`src/rtl/ee354_gcd_param.sv`:
```
// ee354_gcd_param: parametrised GCD core with Start/Ack handshake, one-hot
// state flags and single-step enable (SCEN).
// Optional feature macro: GCD_BINARY_EN. When it is defined, q_Sub uses binary
// (Stein) reduction and common factors of 2 are restored in q_Mult. When it is
// undefined, q_Sub uses pure subtractive Euclid and i_count stays 0.
module ee354_gcd_param #(
  parameter  int unsigned WIDTH = 8,
  localparam int unsigned CW    = $clog2(WIDTH) + 1
) (
  input  logic             Clk,
  input  logic             Reset,
  input  logic             SCEN,
  input  logic             Start,
  input  logic             Ack,
  input  logic [WIDTH-1:0] Ain,
  input  logic [WIDTH-1:0] Bin,
  output logic [WIDTH-1:0] A,
  output logic [WIDTH-1:0] B,
  output logic [WIDTH-1:0] AB_GCD,
  output logic [CW-1:0]    i_count,
  output logic             q_I,
  output logic             q_Sub,
  output logic             q_Mult,
  output logic             q_Done
);

  // One-hot encoding so each state flag is a direct register bit
  typedef enum logic [3:0] {
    S_I    = 4'b0001,
    S_SUB  = 4'b0010,
    S_MULT = 4'b0100,
    S_DONE = 4'b1000
  } state_t;

  state_t           state;
  state_t           state_nxt;
  logic [WIDTH-1:0] a_nxt;
  logic [WIDTH-1:0] b_nxt;
  logic [WIDTH-1:0] gcd_nxt;
  logic [CW-1:0]    i_nxt;

  // State and datapath registers; Reset overrides SCEN, SCEN=0 holds everything
  always_ff @(posedge Clk) begin
    if (Reset) begin
      state   <= S_I;
      A       <= '0;
      B       <= '0;
      AB_GCD  <= '0;
      i_count <= '0;
    end else if (SCEN) begin
      state   <= state_nxt;
      A       <= a_nxt;
      B       <= b_nxt;
      AB_GCD  <= gcd_nxt;
      i_count <= i_nxt;
    end
  end

  // Next-state and next-datapath logic; reduction rules are tried in order
  always_comb begin
    state_nxt = state;
    a_nxt     = A;
    b_nxt     = B;
    gcd_nxt   = AB_GCD;
    i_nxt     = i_count;
    case (state)
      S_I: begin
        if (Start) begin
          a_nxt     = Ain;
          b_nxt     = Bin;
          i_nxt     = '0;
          state_nxt = S_SUB;
        end
      end
      S_SUB: begin
        if (A == B) begin
          gcd_nxt   = A;
          state_nxt = S_MULT;
        end else if (A == '0) begin
          gcd_nxt   = B;
          state_nxt = S_MULT;
        end else if (B == '0) begin
          gcd_nxt   = A;
          state_nxt = S_MULT;
`ifdef GCD_BINARY_EN
        end else if (!A[0] && !B[0]) begin
          a_nxt = A >> 1;
          b_nxt = B >> 1;
          i_nxt = i_count + CW'(1);
        end else if (!A[0]) begin
          a_nxt = A >> 1;
        end else if (!B[0]) begin
          b_nxt = B >> 1;
`endif
        end else if (A > B) begin
          a_nxt = A - B;
        end else begin
          b_nxt = B - A;
        end
      end
      S_MULT: begin
        // Restore the common factors of 2 one shift per enabled edge
        if (i_count == '0) begin
          state_nxt = S_DONE;
        end else begin
          gcd_nxt = {AB_GCD[WIDTH-2:0], 1'b0};
          i_nxt   = i_count - CW'(1);
        end
      end
      S_DONE: begin
        if (Ack) begin
          state_nxt = S_I;
        end
      end
      default: state_nxt = S_I;
    endcase
  end

  // State flags decode straight from the one-hot state register
  assign q_I    = (state == S_I);
  assign q_Sub  = (state == S_SUB);
  assign q_Mult = (state == S_MULT);
  assign q_Done = (state == S_DONE);

endmodule

```
`config.mk`:
```
export PLATFORM = sky130hd
export DESIGN_NAME = ee354_gcd_param
export DESIGN_NICKNAME = d
export VERILOG_FILES = /design/src/rtl/ee354_gcd_param.sv
export SDC_FILE = /design/constraint.sdc
export NUM_CORES = 1
export LEC_CHECK = 0
export ABC_AREA = 1
export CORE_UTILIZATION = 25
export DETAILED_ROUTE_END_ITERATION = 16
export PLACE_DENSITY = 0.47
export SYNTH_ARGS = -nofsm -noshare
export SYNTH_HDL_FRONTEND = slang
export SYNTH_SLANG_ARGS = --single-unit
export TNS_END_PERCENT = 100
```
`constraint.sdc`:
```
create_clock -name Clk -period 2.3 [get_ports Clk]
set_input_delay 0.46 -clock Clk [delete_from_list [all_inputs] [get_ports Clk]]
set_output_delay 0.46 -clock Clk [all_outputs]
set_load 0.01 [all_outputs]
```
==> results.yml, run 1 <==
outcome:
  run_status: "complete, no violations"
worst_setup_path:
  timing_worst_setup_path_type: "reg2out"
  crit_path_largest_cell_delay_ns: 0.56
  family_of_cells_with_the_greatest_summed_delay_on_the_critical_path: "buffers and inverters"
  crit_path_cell_trace: "inv_1, nand2_1, nor3_2, buf_4, clkdlybuf4s50_1"
  crit_path_arrival_time_ns: 1.73
  cp_data_required_time_ns: 1.84
  worst_path_max_delay_cell: "clkdlybuf4s50_1"
  critPathBufInv: 3
  critPathCaptureType: "output port"
  crit_path_start_kind: "flip-flop"
  critPathMaxFanout: 11
synthesis:
  synth_seq_area_share_pct: 24.0
  synth_simple_gate_area_share_pct: 44.7
  synth_largest_area_cell: "dfxtp_1"
  largest_family_of_logic_cells_by_synthesized_area: "simple AND/OR/NAND/NOR gates"
  syn-instance-count: 438
  flop_and_latch_count_out_of_synthesis: 32
  async_reset_ff_share_pct: 0
  synth_cell_type_count: 36
  synth_area_sq_um: 2660
  synth_adder_area_share_pct: 9.02
  syn-num-nets: 477
  synth_xor_area_share_pct: 0.986
  yosys_most_used_dff: "dfxtp_1"
  warnings_synthesis: 0
  netlist_top_cells_area: "dfxtp_1 (24%), nand2_1 (19%), nor2_1 (10%)"
  synthesized_area_fraction_occupied_by_ao_oa_aoi_and_oai_cells_pct: 10.7
  synth_edf_count: 0
  syn_avg_cell_area_sq_um: 6.08
  synthMuxAreaShare_pct: 0
  synth_top_area_share_pct: 24.0
power:
  cell_internal_power_w: 0.00137
  worst_ir_drop_vdd_mv: 0.322
  p_leak_nw: 1.64
  power.density_nw_per_um2: 688
  power_w: 0.00243
  power.net_switching_w: 0.00106
  p_sw_share_pct: 43.6
  power_frac_comb_pct: 52.8
  share_of_power_burned_in_registers_pct: 28.3
  clock_power_share_pct: 18.9
sta:
  maxSlewHeadroom_pct: 68.4
  timing_worst_slew_pin_value_ns: 0.474
  final.period_utilization_pct: 95.0
  timing_hold_violations_final: 0
  final_max_slew_viol_count: 0
  max_clock_freq_mhz: 457
  fin_skew_ns: 0.00204
  setup_viol_count_final: 0
  layout_min_cycle_time_ns: 2.19
global_routing:
  pin_count_of_the_biggest_net_entering_global_routing: 17
  first_pass_grt_wire_length_um: 13500
  track_usage_pct: 15.4
  grt_antenna_before_repair: 0
  globalRouteOverflowTotal: 0
  number_of_global_route_vias_before_repair: 2701
clocking:
  cts-root-buf: "clkbuf_8"
  cts.clk_slew.worst_paths_ns: 0.07
  cts_tree: "done"
  cts_num_sinks: 32
  clkLatencyLatePin_ns: 0.28
  number_of_h_tree_levels: 2
  cts_inserted_buffers: 5
  cts_buffer_depth: 2
  cts_hold_buffers: 0
route:
  detailed_router_s_first_iteration_violation_count: 124
  drc_errors: 0
  route.antenna.remaining_nets: 0
  wirelength_um: 8150
  avgRoutedWirePerCell_um: 12.7
  route.detailed.vias_per_inst: 4.34
  via_count: 2774
  dr.pass1.iters: 5
final_layout:
  multi_input_area_sq_um: 1770
  share_of_layout_cells_above_drive_strength_1_pct: 10.1
  fillers: 1151
  fin_util_pct: 34.2
  area_growth_syn_to_layout_pct: 32.4
  final_cell_mix: "nand2_1 (132), nor2_1 (73), inv_1 (57)"
  insertedDiodeCount: 0
  layout_commonest_cell: "nand2_1"
  seqCellArea_sq_um: 642
  num-nets-final: 541
floorplanning:
  boundaryPins: 53
  dieWidth_um: 105
  fp-row-count: 37
  core-area_sq_um: 10300
  start_util_pct: 25.8
  die_height_um: 105
  die-area_sq_um: 11100
placed_design:
  gp_congestion: 0.794
  buffer_ports.inserted: 52
  post-dp-hpwl_um: 6410
flow_run:
  maxCapViolations: 0
worst_hold_path:
  timing.hold.worst.class: "reg2reg"
[logic make-up (layout without fill, tap and decap cells)]
| group | after synthesis | count (layout) |
|---|---|---|
| simple gates | 267 | 268 |
| xor+xnor | 3 | 3 |
| fa+ha+maj | 18 | 18 |
| buf+inv | 71 | 135 |
| flops | 32 | 32 |
| compound gates | 47 | 47 |
[registers in the layout (all words and copies together), names as in the netlist]
register,cells
B,8
i_count,4
state,4
A,8
AB_GCD,8
[cells in the mapped netlist (2+ instances only)]
cell type / count
a21o_1: 2
a21oi_1: 16
a21oi_4: 2
buf_2: 3
clkbuf_1: 5
dfxtp_1: 32
fa_1: 2
ha_1: 16
inv_1: 57
inv_2: 4
nand2_1: 134
nand2_2: 2
nand3_1: 28
nand3_2: 3
nand3_4: 3
nand3b_1: 5
nand4_1: 2
nor2_1: 73
nor2_2: 3
nor2_4: 3
nor3_1: 3
o21ai_0: 23
o21ai_2: 2
or2_2: 2
xor2_1: 2
[worst min-delay path, cell delays in order (launching register included)]
cell and delay (ns):
dfxtp_1 0.33, nand2_1 0.07, a21oi_1 0.05
[area by class of cell]
cell class | instances | share of cell area, %
Tap cell | 136 | 4.83
Inverter | 61 | 6.49
Timing Repair Buffer | 66 | 17.7
Multi-Input combinational cell | 336 | 50.2
Clock buffer | 8 | 2.56
Sequential cell | 32 | 18.2
[power groups by stage]
stage / sequential, W / combinational [W] / clock [W]
CTS: 0.000687 / 0.00126 / 0.000477
detailed placement: 0.000699 / 0.00126 / 0
finish: 0.000686 / 0.00128 / 0.000459
global placement: 0.000699 / 0.00126 / 0
floorplan: 0.000711 / 0.000838 / 0
global route: 0.000698 / 0.00145 / 0.000502
[stage by stage]
step                instances  TNS (ns)  instance area, sq um  hold WS, ns  setup slack [ns]
global placement          629         0                  3400        0.487             0.124
detailed placement        629         0                  3400        0.485            0.0980
CTS                       637         0                  3490        0.498            0.0655
global route              639  -0.00899                  3530        0.533          -0.00899
floorplan                 438         0                  2660        0.477             0.329
finish                    639         0                  3530        0.490             0.114
[routing by layer]
layer | track usage [%] | part of all wire [%] | wire [um]
met3 | 2.23 | 4.4 | 361
met1 | 21.6 | 51 | 4160
met5 | 0 | 0 | 0
met4 | 3.32 | 0.58 | 47
met2 | 24.9 | 44 | 3580
[worst paths after layout]
path | start | to | slack, ns | depth (start not counted)
worst max register to register | A[0] | A[1] | 0.18 | 14
worst min-delay path | i_count[0] | i_count[0] | 0.49 | 2
worst max-delay path | state[0] | q_Mult | 0.11 | 5
worst min register to register | i_count[0] | i_count[0] | 0.49 | 2
[what timing repair did]
item                                    in CTS  in global routing
endpoints found under the hold margin        0                  0
endpoints found under the setup margin       0                 16
gates resized for setup                      0                  5
buffers inserted                             0                  1
Power figures use the tool's default switching activity.
==> run 2: changes to the inputs <==
Settings changed: SKIP_LAST_GASP set to 1.
==> results of run 2 <==
Final layout, timing and power as in run 1 (identical DEF).
==> run 3: changes to the inputs <==
Settings changed: CORE_UTILIZATION 25 to 40, PLACE_DENSITY 0.47 to 0.67.
==> run 3 against run 2 <==
Highest routed layer unchanged. Die area fell by 37%. Final cell count fell by 10%. Clock power rose by 3%. Worst hold slack improved by 0.0089 ns. Flip-flop and latch count did not move. Non-clock buffer count fell by 6. Utilization rose by 19 points. Maximum frequency fell by 0.14%. First-iteration DRC count rose by 48%. Clock skew rose by 0.0085 ns. Via count rose by 1.0%. Sequential share of layout area rose by 0.73 points.
==> results.yml, run 3 (synthesis results as in run 1) <==
outcome:
  run_status: "complete, no violations"
global_routing:
  pin_count_of_the_biggest_net_entering_global_routing: 18
  globalRouteOverflowTotal: 0
  grt_antenna_before_repair: 0
  track_usage_pct: 21.4
  number_of_global_route_vias_before_repair: 2583
  first_pass_grt_wire_length_um: 12100
power:
  power_w: 0.00240
  power.density_nw_per_um2: 708
  cell_internal_power_w: 0.00137
  clock_power_share_pct: 19.8
  power_frac_comb_pct: 51.7
  share_of_power_burned_in_registers_pct: 28.5
  power.net_switching_w: 0.00103
  p_sw_share_pct: 43.0
  p_leak_nw: 1.62
  worst_ir_drop_vdd_mv: 0.426
sta:
  fin_tns_setup_ns: 0
  fin_skew_ns: 0.0106
  timing_hold_violations_final: 0
  final.period_utilization_pct: 95.2
  final_max_slew_viol_count: 0
  layout_min_cycle_time_ns: 2.19
  timing.final.ws_setup_ns: 0.111
  setup_viol_count_final: 0
  maxSlewHeadroom_pct: 76.7
  max_clock_freq_mhz: 457
  grt_setup_unrepaired: "no"
  timing_worst_slew_pin_value_ns: 0.347
  finalHoldWorstSlack_ns: 0.499
floorplanning:
  dieWidth_um: 83.6
  die_height_um: 83.6
  die-area_sq_um: 6990
  core-area_sq_um: 6390
  fp-row-count: 29
  boundaryPins: 53
  start_util_pct: 41.7
worst_setup_path:
  worst-r2r-cell-count: 11
  cp_data_required_time_ns: 1.84
  critPathCaptureType: "output port"
  crit_path_arrival_time_ns: 1.73
  timing_worst_setup_path_type: "reg2out"
  critPathMaxFanout: 11
  crit_path_start_kind: "flip-flop"
clocking:
  cts.clk_slew.worst_paths_ns: 0.06
  post_cts_buffers: 0
  number_of_h_tree_levels: 2
  cts_num_sinks: 32
  cts_hold_buffers: 0
  cts_buffer_depth: 2
  cts_inserted_buffers: 5
  cts-resized-gates: 0
  clkLatencyLatePin_ns: 0.29
  cts_tree: "done"
  cts-root-buf: "clkbuf_8"
final_layout:
  layout_commonest_cell: "nand2_1"
  final_cell_mix: "nand2_1 (134), nor2_1 (73), inv_1 (57)"
  area_growth_syn_to_layout_pct: 27.3
  layout_top_registers: "AB_GCD x8, A x8, B x8"
  share_of_layout_cells_above_drive_strength_1_pct: 8.69
  num-nets-final: 534
  insertedDiodeCount: 0
  design_area_sq_um: 3390
route:
  dr.pass1.iters: 7
  detailed_router_s_first_iteration_violation_count: 183
  drc_errors: 0
  avgRoutedWirePerCell_um: 12.6
  route.antenna.remaining_nets: 0
  route.detailed.vias_per_inst: 4.90
  wirelength_um: 7210
  via_count: 2802
flow_run:
  maxCapViolations: 0
placed_design:
  gp_congestion: 0.844
  post-dp-hpwl_um: 5760
  dpl_worst_slack_ns: 0.161
  buffer_ports.inserted: 52
  detailed_place.area_sq_um: 3290
worst_hold_path:
  worstHoldPathCells: 2
  timing.hold.worst.class: "reg2reg"
run 3: cell count changes in the layout (fill, tap and decap cells not counted), sizes merged:
cell    before  now
buf         14    8
clkbuf       8    7
nand3       35   34
run 3: final cells by class:
cell class / count / area, sq um
clock buffer: 7 / 96.3
fill: 662 / 3000
inverter: 61 / 229
multi-input combinational: 335 / 1750
sequential: 32 / 642
tap: 77 / 96.3
timing repair buffer: 60 / 581
run 3: path summary, 6_finish.rpt:
kind / start / endpoint / slack (ns)
setup reg to reg: A[5] / AB_GCD[6] / 0.18
hold reg to reg: i_count[0] / i_count[0] / 0.50
setup / recovery: state[0] / q_Mult / 0.11
hold / removal: i_count[0] / i_count[0] / 0.50
run 3: metal layers:
layer,up-vias,wire length [um],GRT usage [%]
li1,1474,-,-
met1,1248,3480,28.6
met2,72,3310,35.6
met3,8,338,3.36
met4,0,82,6.16
met5,-,0,0
run 3: metrics by stage:
step	util, %	cells
3_5_place_dp	51.5	565
3_3_place_gp	51.5	565
2_1_floorplan	-	438
6_report	53.1	572
4_1_cts	53.0	572
5_1_grt	53.1	572
run 3: critical path: stages (launching register included):
cell and delay (ns):
dfxtp_1 0.33, inv_1 0.11, nand2_1 0.11, nor3_2 0.11, buf_4 0.23, clkdlybuf4s50_1 0.56
run 3: power groups by stage:
stage                     clock (W)  sequential, W  combinational [W]
after detailed placement          0       0.000697            0.00122
after floorplan                   0       0.000711           0.000838
final                      0.000475       0.000685            0.00124
after CTS                  0.000490       0.000685            0.00123
after global routing       0.000516       0.000696            0.00139
after global placement            0       0.000697            0.00120
